[src/rtl/clock_pkg.sv]
// Shared types and default timing for the clock-setting front end.
// Timing defaults derive from the board clock so a new board only changes BOARD_CLK_HZ.
package clock_pkg;

  localparam int BOARD_CLK_HZ        = 100_000_000;
  localparam int DEBOUNCE_CYCLES_DEF = BOARD_CLK_HZ / 100;
  localparam int HOLD_CYCLES_DEF     = BOARD_CLK_HZ / 2;
  localparam int REPEAT_CYCLES_DEF   = BOARD_CLK_HZ / 10;
  localparam int CNT_W_DEF           = 26;

  typedef enum logic [2:0] {
    IDLE,
    HOLD_UP,
    HOLD_DN,
    REP_UP,
    REP_DN,
    LOCK
  } step_state_t;

endpackage

[src/rtl/updown_step_gen_btn_debounce.sv]
// One push-button conditioner: 2-FF synchroniser, polarity fix, debounce.
// o_level is the debounced "pressed" flag; o_rise pulses in the cycle o_level goes high.
module btn_debounce
  import clock_pkg::*;
#(
  parameter int DEBOUNCE_CYCLES = DEBOUNCE_CYCLES_DEF,
  parameter int CNT_W           = CNT_W_DEF,
  parameter int BTN_ACTIVE_LOW  = 1
) (
  input  logic i_clk,
  input  logic i_reset,
  input  logic i_btn,
  output logic o_level,
  output logic o_rise
);

  localparam logic [CNT_W-1:0] CNT_LAST = CNT_W'(DEBOUNCE_CYCLES - 1);

  logic             sync_meta;
  logic             sync_out;
  logic             btn_pressed;
  logic [CNT_W-1:0] stable_cnt;

  always_ff @(posedge i_clk) begin
    if (i_reset) begin
      sync_meta <= 1'b0;
      sync_out  <= 1'b0;
    end else begin
      sync_meta <= i_btn;
      sync_out  <= sync_meta;
    end
  end

  assign btn_pressed = (BTN_ACTIVE_LOW != 0) ? ~sync_out : sync_out;

  // Any cycle where the input agrees with the current level restarts the count.
  always_ff @(posedge i_clk) begin
    if (i_reset) begin
      stable_cnt <= '0;
      o_level    <= 1'b0;
      o_rise     <= 1'b0;
    end else begin
      o_rise <= 1'b0;
      if (btn_pressed != o_level) begin
        if (stable_cnt == CNT_LAST) begin
          stable_cnt <= '0;
          o_level    <= btn_pressed;
          o_rise     <= btn_pressed;
        end else begin
          stable_cnt <= stable_cnt + 1'b1;
        end
      end else begin
        stable_cnt <= '0;
      end
    end
  end

endmodule

[src/rtl/updown_step_gen.sv]
// Turns the two set buttons and the 1 Hz tick into ena/up/down strobes for the
// minutes/seconds counters, with press-and-hold auto-repeat; time freezes while setting.
module updown_step_gen
  import clock_pkg::*;
#(
  parameter int DEBOUNCE_CYCLES = DEBOUNCE_CYCLES_DEF,
  parameter int HOLD_CYCLES     = HOLD_CYCLES_DEF,
  parameter int REPEAT_CYCLES   = REPEAT_CYCLES_DEF,
  parameter int CNT_W           = CNT_W_DEF,
  parameter int BTN_ACTIVE_LOW  = 1
) (
  input  logic i_clk,
  input  logic i_reset,
  input  logic i_tick,
  input  logic i_btn_up,
  input  logic i_btn_down,
  output logic o_ena,
  output logic o_up,
  output logic o_down,
  output logic o_busy
);

  localparam logic [CNT_W-1:0] HOLD_LAST   = CNT_W'(HOLD_CYCLES - 1);
  localparam logic [CNT_W-1:0] REPEAT_LAST = CNT_W'(REPEAT_CYCLES - 1);

  logic             dup;
  logic             ddn;
  logic             pu;
  logic             pd;
  step_state_t      state;
  logic [CNT_W-1:0] timer;

  btn_debounce #(
    .DEBOUNCE_CYCLES (DEBOUNCE_CYCLES),
    .CNT_W           (CNT_W),
    .BTN_ACTIVE_LOW  (BTN_ACTIVE_LOW)
  ) u_deb_up (
    .i_clk   (i_clk),
    .i_reset (i_reset),
    .i_btn   (i_btn_up),
    .o_level (dup),
    .o_rise  (pu)
  );

  btn_debounce #(
    .DEBOUNCE_CYCLES (DEBOUNCE_CYCLES),
    .CNT_W           (CNT_W),
    .BTN_ACTIVE_LOW  (BTN_ACTIVE_LOW)
  ) u_deb_down (
    .i_clk   (i_clk),
    .i_reset (i_reset),
    .i_btn   (i_btn_down),
    .o_level (ddn),
    .o_rise  (pd)
  );

  // Release/conflict exits are tested before timer expiry so they always suppress the step.
  always_ff @(posedge i_clk) begin
    if (i_reset) begin
      state  <= IDLE;
      timer  <= '0;
      o_ena  <= 1'b0;
      o_up   <= 1'b0;
      o_down <= 1'b0;
      o_busy <= 1'b0;
    end else begin
      o_ena  <= 1'b0;
      o_up   <= 1'b0;
      o_down <= 1'b0;
      unique case (state)
        IDLE: begin
          if (pu && !ddn) begin
            o_ena  <= 1'b1;
            o_up   <= 1'b1;
            timer  <= '0;
            state  <= HOLD_UP;
            o_busy <= 1'b1;
          end else if (pd && !dup) begin
            o_ena  <= 1'b1;
            o_down <= 1'b1;
            timer  <= '0;
            state  <= HOLD_DN;
            o_busy <= 1'b1;
          end else if (pu || pd) begin
            state  <= LOCK;
            o_busy <= 1'b1;
          end else if (i_tick) begin
            o_ena <= 1'b1;
            o_up  <= 1'b1;
          end
        end
        HOLD_UP, REP_UP: begin
          if (!dup) begin
            state  <= IDLE;
            o_busy <= 1'b0;
          end else if (ddn) begin
            state <= LOCK;
          end else if (timer == ((state == HOLD_UP) ? HOLD_LAST : REPEAT_LAST)) begin
            o_ena <= 1'b1;
            o_up  <= 1'b1;
            timer <= '0;
            state <= REP_UP;
          end else begin
            timer <= timer + 1'b1;
          end
        end
        HOLD_DN, REP_DN: begin
          if (!ddn) begin
            state  <= IDLE;
            o_busy <= 1'b0;
          end else if (dup) begin
            state <= LOCK;
          end else if (timer == ((state == HOLD_DN) ? HOLD_LAST : REPEAT_LAST)) begin
            o_ena  <= 1'b1;
            o_down <= 1'b1;
            timer  <= '0;
            state  <= REP_DN;
          end else begin
            timer <= timer + 1'b1;
          end
        end
        LOCK: begin
          if (!dup && !ddn) begin
            state  <= IDLE;
            o_busy <= 1'b0;
          end
        end
        default: begin
          state  <= IDLE;
          o_busy <= 1'b0;
        end
      endcase
    end
  end

endmodule

[config.mk]
export PLATFORM = sky130hd
export DESIGN_NAME = updown_step_gen
export DESIGN_NICKNAME = d
export VERILOG_FILES = /design/src/rtl/clock_pkg.sv /design/src/rtl/updown_step_gen_btn_debounce.sv /design/src/rtl/updown_step_gen.sv
export SDC_FILE = /design/constraint.sdc
export NUM_CORES = 1
export LEC_CHECK = 0
export ABC_AREA = 1
export CAP_MARGIN = 20
export CORE_UTILIZATION = 33
export DETAILED_ROUTE_END_ITERATION = 8
export GPL_TIMING_DRIVEN = 0
export PLACE_DENSITY = 0.59
export SYNTH_ARGS = -nofsm -noshare
export SYNTH_HDL_FRONTEND = slang
export SYNTH_SLANG_ARGS = --single-unit
export TNS_END_PERCENT = 30
[constraint.sdc]
create_clock -name i_clk -period 5.1 [get_ports i_clk]
set_clock_uncertainty 0.1 [all_clocks]
set_input_delay 0.765 -clock i_clk [delete_from_list [all_inputs] [get_ports i_clk]]
set_output_delay 0.765 -clock i_clk [all_outputs]
set_load 0.05 [all_outputs]
== Word-level counts from Yosys, hierarchy flattened ==
Index checks and enable logic that the tools add are counted.
Word-level totals
  register bits after elaboration: 93
  bits in latches: 0
  RAM bits: 0
  memory bits (read-only): 0
  bits of input ports: 5
  output and inout bits: 4
  memories kept: 0
Cells by class
  add/subtract/negate cells: 3
  $mul: 0
  divide/modulo/power cells: 0
  magnitude comparators: 0
  equality and inequality tests: 22
  shifts and indexed selects: 0
  muxes and demuxes: 46
  bitwise logic cells: 6
  reductions and logical operators: 19
Operators by type and width (count)
  $mux W26: 10
  $add A26 B1 Y26 const B: 3
  $pmux W26 S3: 1
  $eq A26 B20 Y1 const B: 2
  $eq A26 B26 Y1: 2
  $mux W3: 10
  $mux W1: 20
  $pmux W3 S4: 1
  $reduce_or A3 Y1: 4
  $ne A2 B2 Y1 const B: 5
  $ne A4 B4 Y1 const B: 2
  $reduce_and A4 Y1: 2
  $eq A3 B2 Y1 const B: 2
  $eq A3 B3 Y1 const B: 2
  $not A1 Y1: 6
  $reduce_and A6 Y1: 1
  $ne A2 B1 Y1 const B: 2
  $ne A4 B3 Y1 const B: 1
  $pmux W1 S2: 2
  $pmux W1 S4: 1
  $reduce_and A2 Y1: 2
  $reduce_or A2 Y1: 2
  $eq A3 B1 Y1 const B: 1
  $logic_and A1 B1 Y1: 3
  7 further kinds: 9

== Longest topological paths before layout ==
  word-level depth: 7
  depth in mapped cells: 13

== Modules after synthesis ==
From an unflattened synthesis, not the netlist that was laid out.
Second synthesis, totals
  cell total of the unflattened synthesis: 870
  area total of the unflattened synthesis: 5599.1 µm²
Modules (own cells, without submodules)
  btn_debounce: instances 2, cells an instance 253, area each 1642.8 µm², seq. area each 600.6 µm²
  updown_step_gen: instances 1, cells an instance 364, area each 2313.5 µm², seq. area each 660.6 µm²

== Worst setup path after synthesis ==
No wires, ideal clock.
  path kind: register -> register
  from: register timer[0]
  to: register timer[6]
  setup time: 0.121 ns
  data arrival time: 1.531 ns
  required time: 4.879 ns
  setup slack: 3.348 ns
  cell stages (with the launch flop): 12
  clock period less this slack: 1.752 ns
  path through: dfxtp_1 ha_1 nand2_1 nor2_4 nand3_1 nor2_2 nand2_1 o21bai_4 nand3_4 nand2_4 buf_12 nor2_2
Between the ends
  word-level cells in the longest chain between the ends: 5
RTL lines
  start, declared: line updown_step_gen.sv:31  | logic [CNT_W-1:0] timer;
  start signal, assigned: line updown_step_gen.sv:104  | timer <= timer + 1'b1;
  start signal, assigned: line updown_step_gen.sv:119  | timer <= timer + 1'b1;
  $add A26 B1 Y26, or another cell as far along: line updown_step_gen.sv:104, updown_step_gen.sv:119
  $mux W26, on equally long branches: line updown_step_gen.sv:113, updown_step_gen.sv:98
  $mux W26, on equally long branches: line updown_step_gen.sv:111, updown_step_gen.sv:96
  $mux W26, on equally long branches: line updown_step_gen.sv:108, updown_step_gen.sv:93
  $pmux W26 S3 *: line updown_step_gen.sv:70  | unique case (state)
Mark *: on every way between the ends. The rest lies on a longest branch, timed or not. The select of a mux whose other input is x is not followed.
A chain may end at the register's enable or synchronous reset.

== Worst setup path after layout ==
  from: register o_busy
  to: output port o_busy
RTL lines
  start, declared: line updown_step_gen.sv:20  | output logic o_busy
  start signal, assigned: line updown_step_gen.sv:65  | o_busy <= 1'b0;
  start signal, assigned: line updown_step_gen.sv:77  | o_busy <= 1'b1;
  start signal, assigned: line updown_step_gen.sv:83  | o_busy <= 1'b1;
No word-level cell between the ends.

==> flow_metrics.py <==
metrics = {
    "sta": {
        "tns_ns": 0,
        "setup-violations-final": 0,
        "max_freq_ghz": 0.425,
        "tightest_slew_ns": 0.590,
        "final.period_utilization_pct": 46.1,
        "fin_crit_ns": 2.35,
        "rsz0062_at_grt": "no",
        "holdWs_ns": 0.309,
        "slew_headroom_pct": 60.7,
        "hold_violations": 0,
        "slew_viol_final": 0,
    },
    "pwr": {
        "switching_share_pct": 36.2,
        "power.leakage_nw": 2.05,
        "p_comb_share_pct": 28.5,
        "seqPwrFrac_pct": 38.9,
        "p_clk_share_pct": 32.5,
        "ir_drop_uv": 179,
        "p_int_w": 0.00127,
        "p_per_area_nw_per_um2": 351,
        "switching_power_w": 0.000719,
    },
    "routing": {
        "antenna_left": 0,
        "top_layer": "met4",
        "drt_iter0_markers": 312,
        "drc": 0,
        "vias": 4499,
        "wl_met1_mm": 5.55,
        "dr_wl_met3_um": 424,
        "drtPass1Iterations": 5,
        "vias_per_cell": 4.80,
        "wl_mm": 11.3,
        "wire_per_inst_um": 12.1,
        "dr_wl_met2_mm": 5.17,
    },
    "placement": {
        "place.gp.congestion": 0.876,
        "dpl.hpwl_mm": 8.37,
        "io_buffer_count": 8,
    },
    "floorplanning": {
        "num_io_pins": 9,
        "core_area_um2": 14800,
        "num_rows": 44,
        "initial_utilization_pct": 34.4,
        "die_width_um": 126,
        "die_h_um": 126,
        "die_area_um2": 15900,
    },
    "clock_tree": {
        "cts_tree": "done",
        "postCtsSetupBuffers": 0,
        "cts_sinks": 93,
        "clk_latency_ns": 0.35,
        "htree_levels": 3,
        "ctsResizeCount": 0,
        "hold_buffers": 0,
        "clk_pin_slew_ns": 0.07,
        "clock_path_buffers": 2,
        "cts_buffers": 9,
        "cts_root_buf": "clkbuf_16",
    },
    "grt": {
        "grt_usage_pct": 15.4,
        "grt_pass1_vias": 4180,
        "antenna_found_initial": 0,
        "grt_pass1_wl_mm": 19.6,
        "grt_max_degree": 18,
        "gr-total-overflow": 0,
    },
    "critical_path": {
        "worstPathCellList": "clkdlybuf4s50_1",
        "crit_fanout": 2,
        "end_kind": "primary output",
        "cp_top_family": "buffers and inverters",
        "crit_cells": 1,
        "start_kind": "register",
        "critPathBufInv": 1,
        "crit_type": "register to primary output",
        "crit_arrival_ns": 1.49,
        "slowest_stage": "clkdlybuf4s50_1",
        "required_ns": 4.24,
        "slowest_delay_ns": 0.80,
        "reg2regPathDepth": 11,
    },
    "final_layout": {
        "area_delta_synth_final_pct": 11.7,
        "final_common_cell": "nand2_1",
        "final_util_pct": 38.4,
        "mostFrequentLayoutCells": "nand2_1, nor2_1, inv_1",
        "nets": 757,
        "drive_gt1_share_pct": 11.8,
        "antennaDiodeCount": 0,
    },
    "job": {
        "drv_cap": 0,
    },
    "logic_synthesis": {
        "yosysUniqueCellTypes": 46,
        "synthTopCellsByArea": "dfxtp_1, nand2_1, nor2_1, inv_1, nand3_1",
        "async_reset_ff_share_pct": 0,
        "ys_warn_count": 0,
        "netlist_area_um2": 5070,
        "yosysTopAreaCell": "dfxtp_1",
        "synth-seq-cells": 93,
        "synthFlopType": "dfxtp_1",
        "syn_nets": 738,
        "yosysTopAreaCellShare_pct": 36.7,
        "yosysSeqAreaShare_pct": 36.7,
        "synth_edf_count": 0,
        "avgSynthCellArea_um2": 6.94,
        "syn_inst": 730,
    },
    "min_path": {
        "hold_depth": 2,
        "hold_path.class": "register to register",
    },
    "status": {
        "status": "finished, final reports clean",
    },
}
power by group through the flow:
stage	clock network (W)	registers [W]	logic, W
CTS	0.000669	0.000774	0.000567
global placement	0	0.000790	0.000571
global route	0.000696	0.000778	0.000615
floorplan	0	0.000809	0.000408
detailed placement	0	0.000791	0.000565
finish	0.000646	0.000774	0.000567
state kept, by name, indices dropped and copies added, names as in the netlist:
| register | flops |
|---|---|
| state | 3 |
| o_ena | 1 |
| u_deb_down.sync_out | 1 |
| u_deb_up.sync_out | 1 |
| o_up | 1 |
| o_down | 1 |
| u_deb_down.sync_meta | 1 |
| o_busy | 1 |
| u_deb_down.o_level | 1 |
| u_deb_up.sync_meta | 1 |
| u_deb_down.stable_cnt | 26 |
| u_deb_up.o_rise | 1 |
| timer | 26 |
| u_deb_up.o_level | 1 |
| u_deb_down.o_rise | 1 |
| u_deb_up.stable_cnt | 26 |
final cells by class:
class / instances / area [um2]
plain buffers: 12 / 100
clock buffers: 9 / 225
clock inverters: 7 / 56.3
fillers: 1569 / 9090
inverters: 107 / 407
multi-input cells: 518 / 2700
flip-flops and latches: 93 / 1860
well taps: 184 / 230
repair buffers: 8 / 80.1
stage by stage:
step / worst slack [ns] / total power (W) / std cells / cell area, um2
global placement: 2.48 / 0.00136 / 922 / 5380
finish: 2.75 / 0.00199 / 938 / 5660
CTS: 2.72 / 0.00201 / 938 / 5660
global route: 2.69 / 0.00209 / 938 / 5660
floorplan: 3.35 / 0.00122 / 730 / 5070
detailed placement: 2.45 / 0.00136 / 922 / 5380
worst reg2reg max path: stages (launching register included):
cell,delay (ns)
dfxtp_1,0.37
ha_1,0.18
nand2_1,0.10
nor2_4,0.17
nand3_1,0.10
nor2_1,0.19
nand2_1,0.13
nand2_1,0.14
nand3_4,0.17
nand2_4,0.16
buf_12,0.17
nor2_2,0.05
path summary, 6_finish.rpt:
check                       start             endpoint  slack, ns
min          u_deb_down.sync_meta  u_deb_down.sync_out       0.31
max reg2reg              timer[0]             timer[6]       2.97
min reg2reg  u_deb_down.sync_meta  u_deb_down.sync_out       0.31
max                        o_busy               o_busy       2.75
metal layers:
metal  vias to the layer above  GRT usage [%]
met5                         -              0
met2                        84           24.8
met1                      2004           20.0
met4                         0           6.02
li1                       2396              -
met3                        15           3.36
synthesized netlist by cell type, types with 2 or more instances:
library cell	n
o21ai_0	21
ha_1	3
nor2_2	17
clkbuf_1	2
inv_1	95
nand2_1	139
or2_2	2
a31oi_1	3
buf_6	3
nand3_1	50
a21oi_1	34
nand3_2	3
xnor2_1	4
nor2_4	7
dfxtp_1	93
nand2_2	13
nor3_1	31
nor2_1	100
nand4_1	27
o21a_1	2
buf_4	4
nor4_1	8
nor3_2	4
o21ai_1	2
nor3b_1	10
xor2_1	24
inv_2	10
logic make-up (layout without fill, tap and decap cells):
group                    count (synthesis)  after routing  synth area share [%]
AO/OA/AOI/OAI                           68             68                  7.50
XOR/XNOR                                28             28                  4.84
adder cells (fa/ha/maj)                  3              3                 0.741
buffers and inverters                  119            143                  10.0
flip-flops                              93             93                  36.7
AND/OR/NAND/NOR                        419            419                  40.2
No activity file was read; power rests on OpenSTA's default activity.
